### config.mk
export PLATFORM = sky130hd
export DESIGN_NAME = dqs_gate_train_ctrl
export DESIGN_NICKNAME = d
export VERILOG_FILES = /design/src/rtl/dqs_train_pkg.sv /design/src/rtl/dqs_move_pulser.sv /design/src/rtl/dqs_gate_train_ctrl.sv
export SDC_FILE = /design/constraint.sdc
export NUM_CORES = 1
export LEC_CHECK = 0
export ABC_AREA = 0
export ABC_CLOCK_PERIOD_IN_PS = 4400
export BUFFER_PORTS_ARGS = -buffer_cell sky130_fd_sc_hd__buf_2
export CAP_MARGIN = 40
export CORE_ASPECT_RATIO = 1.4
export CORE_MARGIN = 8
export CORE_UTILIZATION = 60
export DETAILED_ROUTE_END_ITERATION = 12
export PLACE_DENSITY = 0.81
export SYNTH_ARGS = -nofsm -noshare
export SYNTH_HDL_FRONTEND = slang
export SYNTH_HIERARCHICAL = 1
export SYNTH_SLANG_ARGS = --single-unit
### constraint.sdc
create_clock -name FAB_CLK -period 4.4 [get_ports FAB_CLK]
set_input_delay 0.44 -clock FAB_CLK [delete_from_list [all_inputs] [get_ports FAB_CLK]]
set_output_delay 0.44 -clock FAB_CLK [all_outputs]
set_load 0.02 [all_outputs]
### src/rtl/dqs_train_pkg.sv
// Shared types and constants for the DQS gate training sequencer.
package dqs_train_pkg;

  typedef enum logic [3:0] {
    S_IDLE,
    S_LOAD,
    S_CLEAR,
    S_SETTLE,
    S_SAMPLE,
    S_EVAL,
    S_STEP,
    S_CHECK,
    S_CENTER,
    S_FAIL
  } train_state_e;

  typedef enum logic [2:0] {
    P_IDLE,
    P_LOAD,
    P_SETUP,
    P_MOVE,
    P_GAP,
    P_DONE
  } pulse_state_e;

  localparam logic [1:0] ERR_NONE   = 2'b00;
  localparam logic [1:0] ERR_NOPASS = 2'b01;
  localparam logic [1:0] ERR_NARROW = 2'b10;
  localparam logic [1:0] ERR_OOR    = 2'b11;

endpackage

### src/rtl/dqs_move_pulser.sv
// Delay-line command pulser: optional LOAD, then move_cnt MOVE pulses with
// DIRECTION set up one cycle ahead and MOVE_GAP idle cycles between moves.
// A one-cycle done pulse closes each request. MOVE_GAP must be >= 1.
//
// state   | meaning
// P_IDLE  | waiting for a request
// P_LOAD  | LOAD pulse (tap reset to 0)
// P_SETUP | DIRECTION already high, one cycle before the first MOVE
// P_MOVE  | MOVE pulse
// P_GAP   | idle spacing after a MOVE
// P_DONE  | done handshake back to the sequencer
module dqs_move_pulser
  import dqs_train_pkg::*;
#(
  parameter int TAP_W    = 7,
  parameter int MOVE_GAP = 2
) (
  input  logic             clk,
  input  logic             rst_n,
  input  logic             start,
  input  logic             with_load,
  input  logic [TAP_W-1:0] move_cnt,
  output logic             load,
  output logic             move,
  output logic             direction,
  output logic             done
);

  localparam int GAP_W = (MOVE_GAP > 1) ? $clog2(MOVE_GAP) : 1;
  localparam logic [GAP_W-1:0] GAP_LD = GAP_W'(MOVE_GAP - 1);

  pulse_state_e     state_q, state_d;
  logic [TAP_W-1:0] rem_q, rem_d;
  logic [GAP_W-1:0] gap_q, gap_d;
  logic             dir_q, dir_d;

  // state, remaining-move count, gap timer and direction registers
  always_ff @(posedge clk or negedge rst_n) begin
    if (!rst_n) begin
      state_q <= P_IDLE;
      rem_q   <= '0;
      gap_q   <= '0;
      dir_q   <= 1'b0;
    end else begin
      state_q <= state_d;
      rem_q   <= rem_d;
      gap_q   <= gap_d;
      dir_q   <= dir_d;
    end
  end

  // next-state and pulse decode
  always_comb begin
    state_d = state_q;
    rem_d   = rem_q;
    gap_d   = gap_q;
    dir_d   = dir_q;
    load    = 1'b0;
    move    = 1'b0;
    done    = 1'b0;
    case (state_q)
      P_IDLE: begin
        if (start) begin
          rem_d = move_cnt;
          if (move_cnt != '0) dir_d = 1'b1;
          if (with_load)             state_d = P_LOAD;
          else if (move_cnt != '0)   state_d = P_SETUP;
          else                       state_d = P_DONE;
        end
      end
      P_LOAD: begin
        load    = 1'b1;
        state_d = (rem_q != '0) ? P_SETUP : P_DONE;
      end
      P_SETUP: state_d = P_MOVE;
      P_MOVE: begin
        move    = 1'b1;
        rem_d   = rem_q - TAP_W'(1);
        gap_d   = GAP_LD;
        state_d = P_GAP;
      end
      P_GAP: begin
        if (gap_q == '0) state_d = (rem_q != '0) ? P_MOVE : P_DONE;
        else             gap_d   = gap_q - GAP_W'(1);
      end
      P_DONE: begin
        done    = 1'b1;
        state_d = P_IDLE;
      end
      default: state_d = P_IDLE;
    endcase
  end

  assign direction = dir_q;

endmodule

### src/rtl/dqs_gate_train_ctrl.sv
// Per-lane read-DQS delay training: sweeps the IOD delay line, finds the first
// contiguous passing window and parks the line at its centre.
// Optional build macro DQS_GATE_TRAIN_MAP_EN adds the per-tap PASS_MAP output.
//
// state    | meaning
// S_IDLE   | waiting for START
// S_LOAD   | reload tap 0 before the sweep
// S_CLEAR  | clear eye-monitor flags
// S_SETTLE | wait for the delay line to settle
// S_SAMPLE | accumulate early/late flags
// S_EVAL   | classify tap, update window, decide stop/step
// S_STEP   | move one tap up
// S_CHECK  | judge the found window
// S_CENTER | reload and move to window centre
// S_FAIL   | park at tap 0 and report error
module dqs_gate_train_ctrl
  import dqs_train_pkg::*;
#(
  parameter int TAP_W      = 7,
  parameter int SETTLE_CYC = 8,
  parameter int SAMPLE_CYC = 16,
  parameter int MIN_WIN    = 4,
  parameter int MOVE_GAP   = 2
) (
  input  logic             FAB_CLK,
  input  logic             ARST_N,
  input  logic             START,
  input  logic             DELAY_LINE_OUT_OF_RANGE,
  input  logic             EYE_MONITOR_EARLY,
  input  logic             EYE_MONITOR_LATE,
  output logic             DELAY_LINE_LOAD,
  output logic             DELAY_LINE_MOVE,
  output logic             DELAY_LINE_DIRECTION,
  output logic             EYE_MONITOR_CLEAR_FLAGS,
  output logic             BUSY,
  output logic             DONE,
  output logic [1:0]       ERR,
  output logic [TAP_W-1:0] TAP_CUR,
  output logic [TAP_W-1:0] WIN_START,
  output logic [TAP_W-1:0] WIN_END
`ifdef DQS_GATE_TRAIN_MAP_EN
  ,
  output logic [2**TAP_W-1:0] PASS_MAP
`endif
);

  localparam int TMR_MAX = (SETTLE_CYC > SAMPLE_CYC) ? SETTLE_CYC : SAMPLE_CYC;
  localparam int TMR_W   = $clog2(TMR_MAX + 1);
  localparam logic [TMR_W-1:0] SETTLE_LD = TMR_W'(SETTLE_CYC - 1);
  localparam logic [TMR_W-1:0] SAMPLE_LD = TMR_W'(SAMPLE_CYC - 1);
  localparam logic [TAP_W-1:0] TAP_LAST  = {TAP_W{1'b1}};
  localparam logic [TAP_W:0]   MIN_WIN_V = (TAP_W+1)'(MIN_WIN);
  localparam logic [TAP_W:0]   ONE_W     = (TAP_W+1)'(1);

  train_state_e     state_q, state_d;
  logic [TMR_W-1:0] tmr_q, tmr_d;
  logic             tap_fail_q, tap_fail_d;
  logic             found_q, found_d;
  logic             oor_stop_q, oor_stop_d;
  logic             busy_q, busy_d;
  logic             done_q, done_d;
  logic [1:0]       err_q, err_d;
  logic [TAP_W-1:0] win_start_q, win_start_d;
  logic [TAP_W-1:0] win_end_q, win_end_d;
  logic             req_sent_q, req_sent_d;
  logic [TAP_W-1:0] tap_q;

  logic             pul_start, pul_with_load, pul_load, pul_move, pul_dir, pul_done;
  logic [TAP_W-1:0] pul_cnt;
  logic             clear_flags;
  logic [TAP_W:0]   win_len;
  logic [TAP_W-1:0] target;

`ifdef DQS_GATE_TRAIN_MAP_EN
  logic [2**TAP_W-1:0] pass_map_q, pass_map_d;
`endif

  assign win_len = {1'b0, win_end_q} - {1'b0, win_start_q} + ONE_W;
  assign target  = win_start_q + ((win_end_q - win_start_q) >> 1);

  dqs_move_pulser #(
    .TAP_W    (TAP_W),
    .MOVE_GAP (MOVE_GAP)
  ) u_pulser (
    .clk       (FAB_CLK),
    .rst_n     (ARST_N),
    .start     (pul_start),
    .with_load (pul_with_load),
    .move_cnt  (pul_cnt),
    .load      (pul_load),
    .move      (pul_move),
    .direction (pul_dir),
    .done      (pul_done)
  );

  // sequencer and result registers
  always_ff @(posedge FAB_CLK or negedge ARST_N) begin
    if (!ARST_N) begin
      state_q     <= S_IDLE;
      tmr_q       <= '0;
      tap_fail_q  <= 1'b0;
      found_q     <= 1'b0;
      oor_stop_q  <= 1'b0;
      busy_q      <= 1'b0;
      done_q      <= 1'b0;
      err_q       <= ERR_NONE;
      win_start_q <= '0;
      win_end_q   <= '0;
      req_sent_q  <= 1'b0;
    end else begin
      state_q     <= state_d;
      tmr_q       <= tmr_d;
      tap_fail_q  <= tap_fail_d;
      found_q     <= found_d;
      oor_stop_q  <= oor_stop_d;
      busy_q      <= busy_d;
      done_q      <= done_d;
      err_q       <= err_d;
      win_start_q <= win_start_d;
      win_end_q   <= win_end_d;
      req_sent_q  <= req_sent_d;
    end
  end

  // tap tracker follows the pulses actually sent to the delay line
  always_ff @(posedge FAB_CLK or negedge ARST_N) begin
    if (!ARST_N)       tap_q <= '0;
    else if (pul_load) tap_q <= '0;
    else if (pul_move) tap_q <= tap_q + TAP_W'(1);
  end

`ifdef DQS_GATE_TRAIN_MAP_EN
  // per-tap pass record
  always_ff @(posedge FAB_CLK or negedge ARST_N) begin
    if (!ARST_N) pass_map_q <= '0;
    else         pass_map_q <= pass_map_d;
  end
  assign PASS_MAP = pass_map_q;
`endif

  // next-state, timers, window bookkeeping and pulser requests
  always_comb begin
    state_d       = state_q;
    tmr_d         = tmr_q;
    tap_fail_d    = tap_fail_q;
    found_d       = found_q;
    oor_stop_d    = oor_stop_q;
    busy_d        = busy_q;
    done_d        = done_q;
    err_d         = err_q;
    win_start_d   = win_start_q;
    win_end_d     = win_end_q;
    req_sent_d    = req_sent_q;
    pul_start     = 1'b0;
    pul_with_load = 1'b0;
    pul_cnt       = '0;
    clear_flags   = 1'b0;
`ifdef DQS_GATE_TRAIN_MAP_EN
    pass_map_d    = pass_map_q;
`endif
    case (state_q)
      S_IDLE: begin
        if (START) begin
          busy_d      = 1'b1;
          done_d      = 1'b0;
          err_d       = ERR_NONE;
          win_start_d = '0;
          win_end_d   = '0;
          found_d     = 1'b0;
          oor_stop_d  = 1'b0;
`ifdef DQS_GATE_TRAIN_MAP_EN
          pass_map_d  = '0;
`endif
          state_d     = S_LOAD;
        end
      end
      S_LOAD, S_STEP, S_CENTER, S_FAIL: begin
        pul_with_load = (state_q != S_STEP);
        pul_cnt       = (state_q == S_STEP)   ? TAP_W'(1) :
                        (state_q == S_CENTER) ? target    : '0;
        pul_start     = !req_sent_q;
        if (!req_sent_q) req_sent_d = 1'b1;
        if (pul_done) begin
          req_sent_d = 1'b0;
          case (state_q)
            S_LOAD, S_STEP: state_d = S_CLEAR;
            S_CENTER: begin
              done_d  = 1'b1;
              busy_d  = 1'b0;
              state_d = S_IDLE;
            end
            default: begin
              busy_d  = 1'b0;
              state_d = S_IDLE;
            end
          endcase
        end
      end
      S_CLEAR: begin
        clear_flags = 1'b1;
        tmr_d       = SETTLE_LD;
        state_d     = S_SETTLE;
      end
      S_SETTLE: begin
        if (tmr_q == '0) begin
          tmr_d      = SAMPLE_LD;
          tap_fail_d = 1'b0;
          state_d    = S_SAMPLE;
        end else begin
          tmr_d = tmr_q - TMR_W'(1);
        end
      end
      S_SAMPLE: begin
        tap_fail_d = tap_fail_q | EYE_MONITOR_EARLY | EYE_MONITOR_LATE;
        if (tmr_q == '0) state_d = S_EVAL;
        else             tmr_d   = tmr_q - TMR_W'(1);
      end
      S_EVAL: begin
        if (!tap_fail_q) begin
          if (!found_q) begin
            found_d     = 1'b1;
            win_start_d = tap_q;
          end
          win_end_d = tap_q;
`ifdef DQS_GATE_TRAIN_MAP_EN
          pass_map_d[tap_q] = 1'b1;
`endif
        end
        if (tap_fail_q && found_q) begin
          state_d = S_CHECK;
        end else if (tap_q == TAP_LAST || DELAY_LINE_OUT_OF_RANGE) begin
          oor_stop_d = DELAY_LINE_OUT_OF_RANGE;
          state_d    = S_CHECK;
        end else begin
          state_d = S_STEP;
        end
      end
      S_CHECK: begin
        if (!found_q) begin
          err_d   = oor_stop_q ? ERR_OOR : ERR_NOPASS;
          state_d = S_FAIL;
        end else if (win_len < MIN_WIN_V) begin
          err_d   = ERR_NARROW;
          state_d = S_FAIL;
        end else begin
          state_d = S_CENTER;
        end
      end
      default: state_d = S_IDLE;
    endcase
  end

  assign DELAY_LINE_LOAD         = pul_load;
  assign DELAY_LINE_MOVE         = pul_move;
  assign DELAY_LINE_DIRECTION    = pul_dir;
  assign EYE_MONITOR_CLEAR_FLAGS = clear_flags;
  assign BUSY                    = busy_q;
  assign DONE                    = done_q;
  assign ERR                     = err_q;
  assign TAP_CUR                 = tap_q;
  assign WIN_START               = win_start_q;
  assign WIN_END                 = win_end_q;

endmodule
==> results.toml <==
[status]
outcome = "finished, final reports clean"

[clock_network]
cts_resized = 0
clock_latency_ns = 0.31
ctsRootBufferMaster = "clkbuf_8"
ctsHoldBuffers = 0
htreeDepth = 2
post_cts_buffers = 0
clockBufferDepth = 2
cts.sinks = 50
cts_made_buffers = 5
cts_tree = "yes"
path_clk_slew_ns = 0.10

[setup_path]
slowest_stage = "dfrtp_1"
crit_top_cell = "a21oi_1"
reg2reg_to = "u_pulser/state_q[0]"
cp_num_buf_inv = 1
critPathLaunch = "WIN_START[1]"
reg2reg_slack_ns = 0.88
worstPathArrival_ns = 3.75
required_ns = 4.64
critical_path_class = "flop to flop"
cp_max_fo = 5
slowest_delay_ns = 0.43
critPathCaptureType = "flop"
crit_chain = "inv_1, ha_1, a21o_1, a21oi_1, xnor2_1, ha_1, nor2b_1, o21ai_0, nand2b_1, a21o_1, a21oi_1, xnor2_1, nor2_1, nor4_1, nand2_1, a211o_1, a21oi_1"
r2r_start = "WIN_START[1]"
cp_top_family = "compound AO/OA/AOI/OAI gates"
crit_end = "u_pulser/state_q[0]"
start_kind = "flop"
cp.depth = 17
rr_worst_depth = 17

[place]
place_ws_ns = 0.914
globalplace.congestion = 0.906
dp_hpwl_um = 6660
placed_cell_area_sq_mm = 0.00377
io_buffer_count = 34

[synthesis]
ys_types = 66
synth_cells = 415
synth-edff-count = 0
synthesis.area_sq_mm = 0.00357
synth_nets = 446
synth_common_cells = "nand2_1 (55), dfrtp_1 (50), nor2_1 (32)"
yosys.area.top_type = "dfrtp_1"
async_flop_share = 1.00
synth_top_area_share = 0.350
ys_ff_latch = 50
yosysSeqAreaShare = 0.350
synth.most_common_cell = "nand2_1"
synth.area.top_cells = "dfrtp_1 (35%), ha_1 (7.4%), nand2_1 (5.8%)"
avgSynthCellArea_sq_um = 8.61
synth_flop_cell = "dfrtp_1"
yosys_warnings = 6

[die]
initial_core_util = 0.614
core_area_sq_mm = 0.00582
die_area_sq_mm = 0.00872
io_pins = 35
die-width_um = 81.2
rows = 33
die_h_um = 107

[timing]
setup_slack_ns = 0.882
fin_setup_tns_ns = 0
clock.fmax_mhz = 284
whs_ns = 0.122
final_hold_viol_count = 0
drv_slew = 0
worst_pin_slew_ns = 0.737
period_minus_slack_ns = 3.52
rsz0062_at_grt = "no"
fin_skew_ns = 0.00942
setup_viol = 0
slew_headroom = 0.509
timing.final.crit_share = 0.800

[global_route]
antenna_found_initial = 0
grt_pass1_wl_um = 14700
grt_usage = 0.211
grt_max_degree = 28
grt_pass1_vias = 3162
grt_overflow_total = 0

[layout]
finalInstanceArea_sq_mm = 0.00388
final.fill_count = 504
syn_to_final_growth_pct = 8.68
diodes = 0
drive_above_1_share = 0.148
nNetsFinal = 475

[power]
p_leak_nw = 1.77
powerDensity_mw_per_mm2 = 605
power_mw = 2.35
ir_drop_uv = 398

[detailed_routing]
routed_wl_um = 8700
vias_per_cell = 6.03
drt_iter0_markers = 189
ant_nets = 0
wl_per_cell_um = 16.9
drc = 0
dr.pass1.iters = 4
via_count = 3105

[flow_run]
max-cap-violations = 0

[worst_hold_path]
min_path_type = "primary input to asynchronous set/reset pin"
worst min-delay path by stage:
stage                             startpoint                 end
after floorplan                       ARST_N                BUSY
after global placement    u_pulser/direction  u_pulser/direction
after detailed placement              ARST_N             found_q
after CTS                             ARST_N             found_q
after global routing                  ARST_N          oor_stop_q
final                                 ARST_N             found_q
cells in the final DEF, fill, tap and decap left out, types with 3 or more instances in the layout:
master    netlist  layout
nor4_1          3       3
nor2b_1         7       7
o22ai_1         4       4
a21o_1          9       9
buf_4           1       3
o21ai_0        24      24
o311ai_1        4       4
ha_1           21      21
xor2_1         10      10
nor2_1         32      32
a21oi_1        25      25
o31ai_1         5       5
buf_2           5      34
nor3_1         10      10
inv_2           3       3
or3_1           3       3
nand4_1         6       6
nand2_1        55      55
xnor2_1         9       9
inv_1          29      29
fa_1            4       4
o21ai_1         8       8
nand2b_1        5       5
o21a_1          3       3
mux2i_1         4       4
nand3_1        18      18
o211ai_1        3       3
a31oi_1         3       3
clkbuf_8        1       5
dfrtp_1        50      50
layer usage:
layer	global-route usage	share of wire
met2	0.376	0.53
met4	0.0923	0.022
met5	0	0
met1	0.237	0.40
met3	0.0360	0.050
where the power goes:
group / switching, mW / internal (mW) / leakage (nW)
clock network: 0.159 / 0.171 / 0.0585
registers: 0.188 / 0.572 / 0.647
logic: 0.736 / 0.523 / 1.06
total: 1.08 / 1.27 / 1.77
cell type report:
class | count | area [sq um] | share of cell area
repair buffers | 38 | 213 | 0.0548
well taps | 70 | 87.6 | 0.0225
inverters | 32 | 120 | 0.0309
clock inverters | 3 | 43.8 | 0.0113
multi-input cells | 317 | 2100 | 0.541
clock buffers | 5 | 68.8 | 0.0177
flip-flops and latches | 50 | 1250 | 0.322
logic make-up after synthesis:
family,after synthesis,synth area share
fa+ha+maj,26,0.0991
compound gates,111,0.204
mux,4,0.0112
flops,50,0.350
buf+inv,48,0.0623
simple gates,156,0.223
xor+xnor,20,0.0511
worst register-to-register path, stage by stage, from the launching register on:
cell and delay (ns):
dfrtp_1 0.43, inv_1 0.13, ha_1 0.37, a21o_1 0.19
a21oi_1 0.22, xnor2_1 0.15, ha_1 0.27, nor2b_1 0.15
o21ai_0 0.15, nand2b_1 0.10, a21o_1 0.18, a21oi_1 0.17
xnor2_1 0.15, nor2_1 0.08, nor4_1 0.17, nand2_1 0.15
a211o_1 0.28, a21oi_1 0.12
per-stage QoR:
| stage | std cells | util |
|---|---|---|
| after global routing | 515 | 0.667 |
| after CTS | 515 | 0.667 |
| after detailed placement | 507 | 0.648 |
| after floorplan | 415 | - |
| final | 515 | 0.667 |
| after global placement | 505 | 0.643 |
flip-flops by register name (all words and copies together) (netlist names), 2 cells and up:
signal,flops
state_q,4
ERR,2
WIN_START,7
TAP_CUR,7
u_pulser/state_q,3
u_pulser/rem_q,7
WIN_END,7
tmr_q,5
Power figures use the tool's default switching activity.
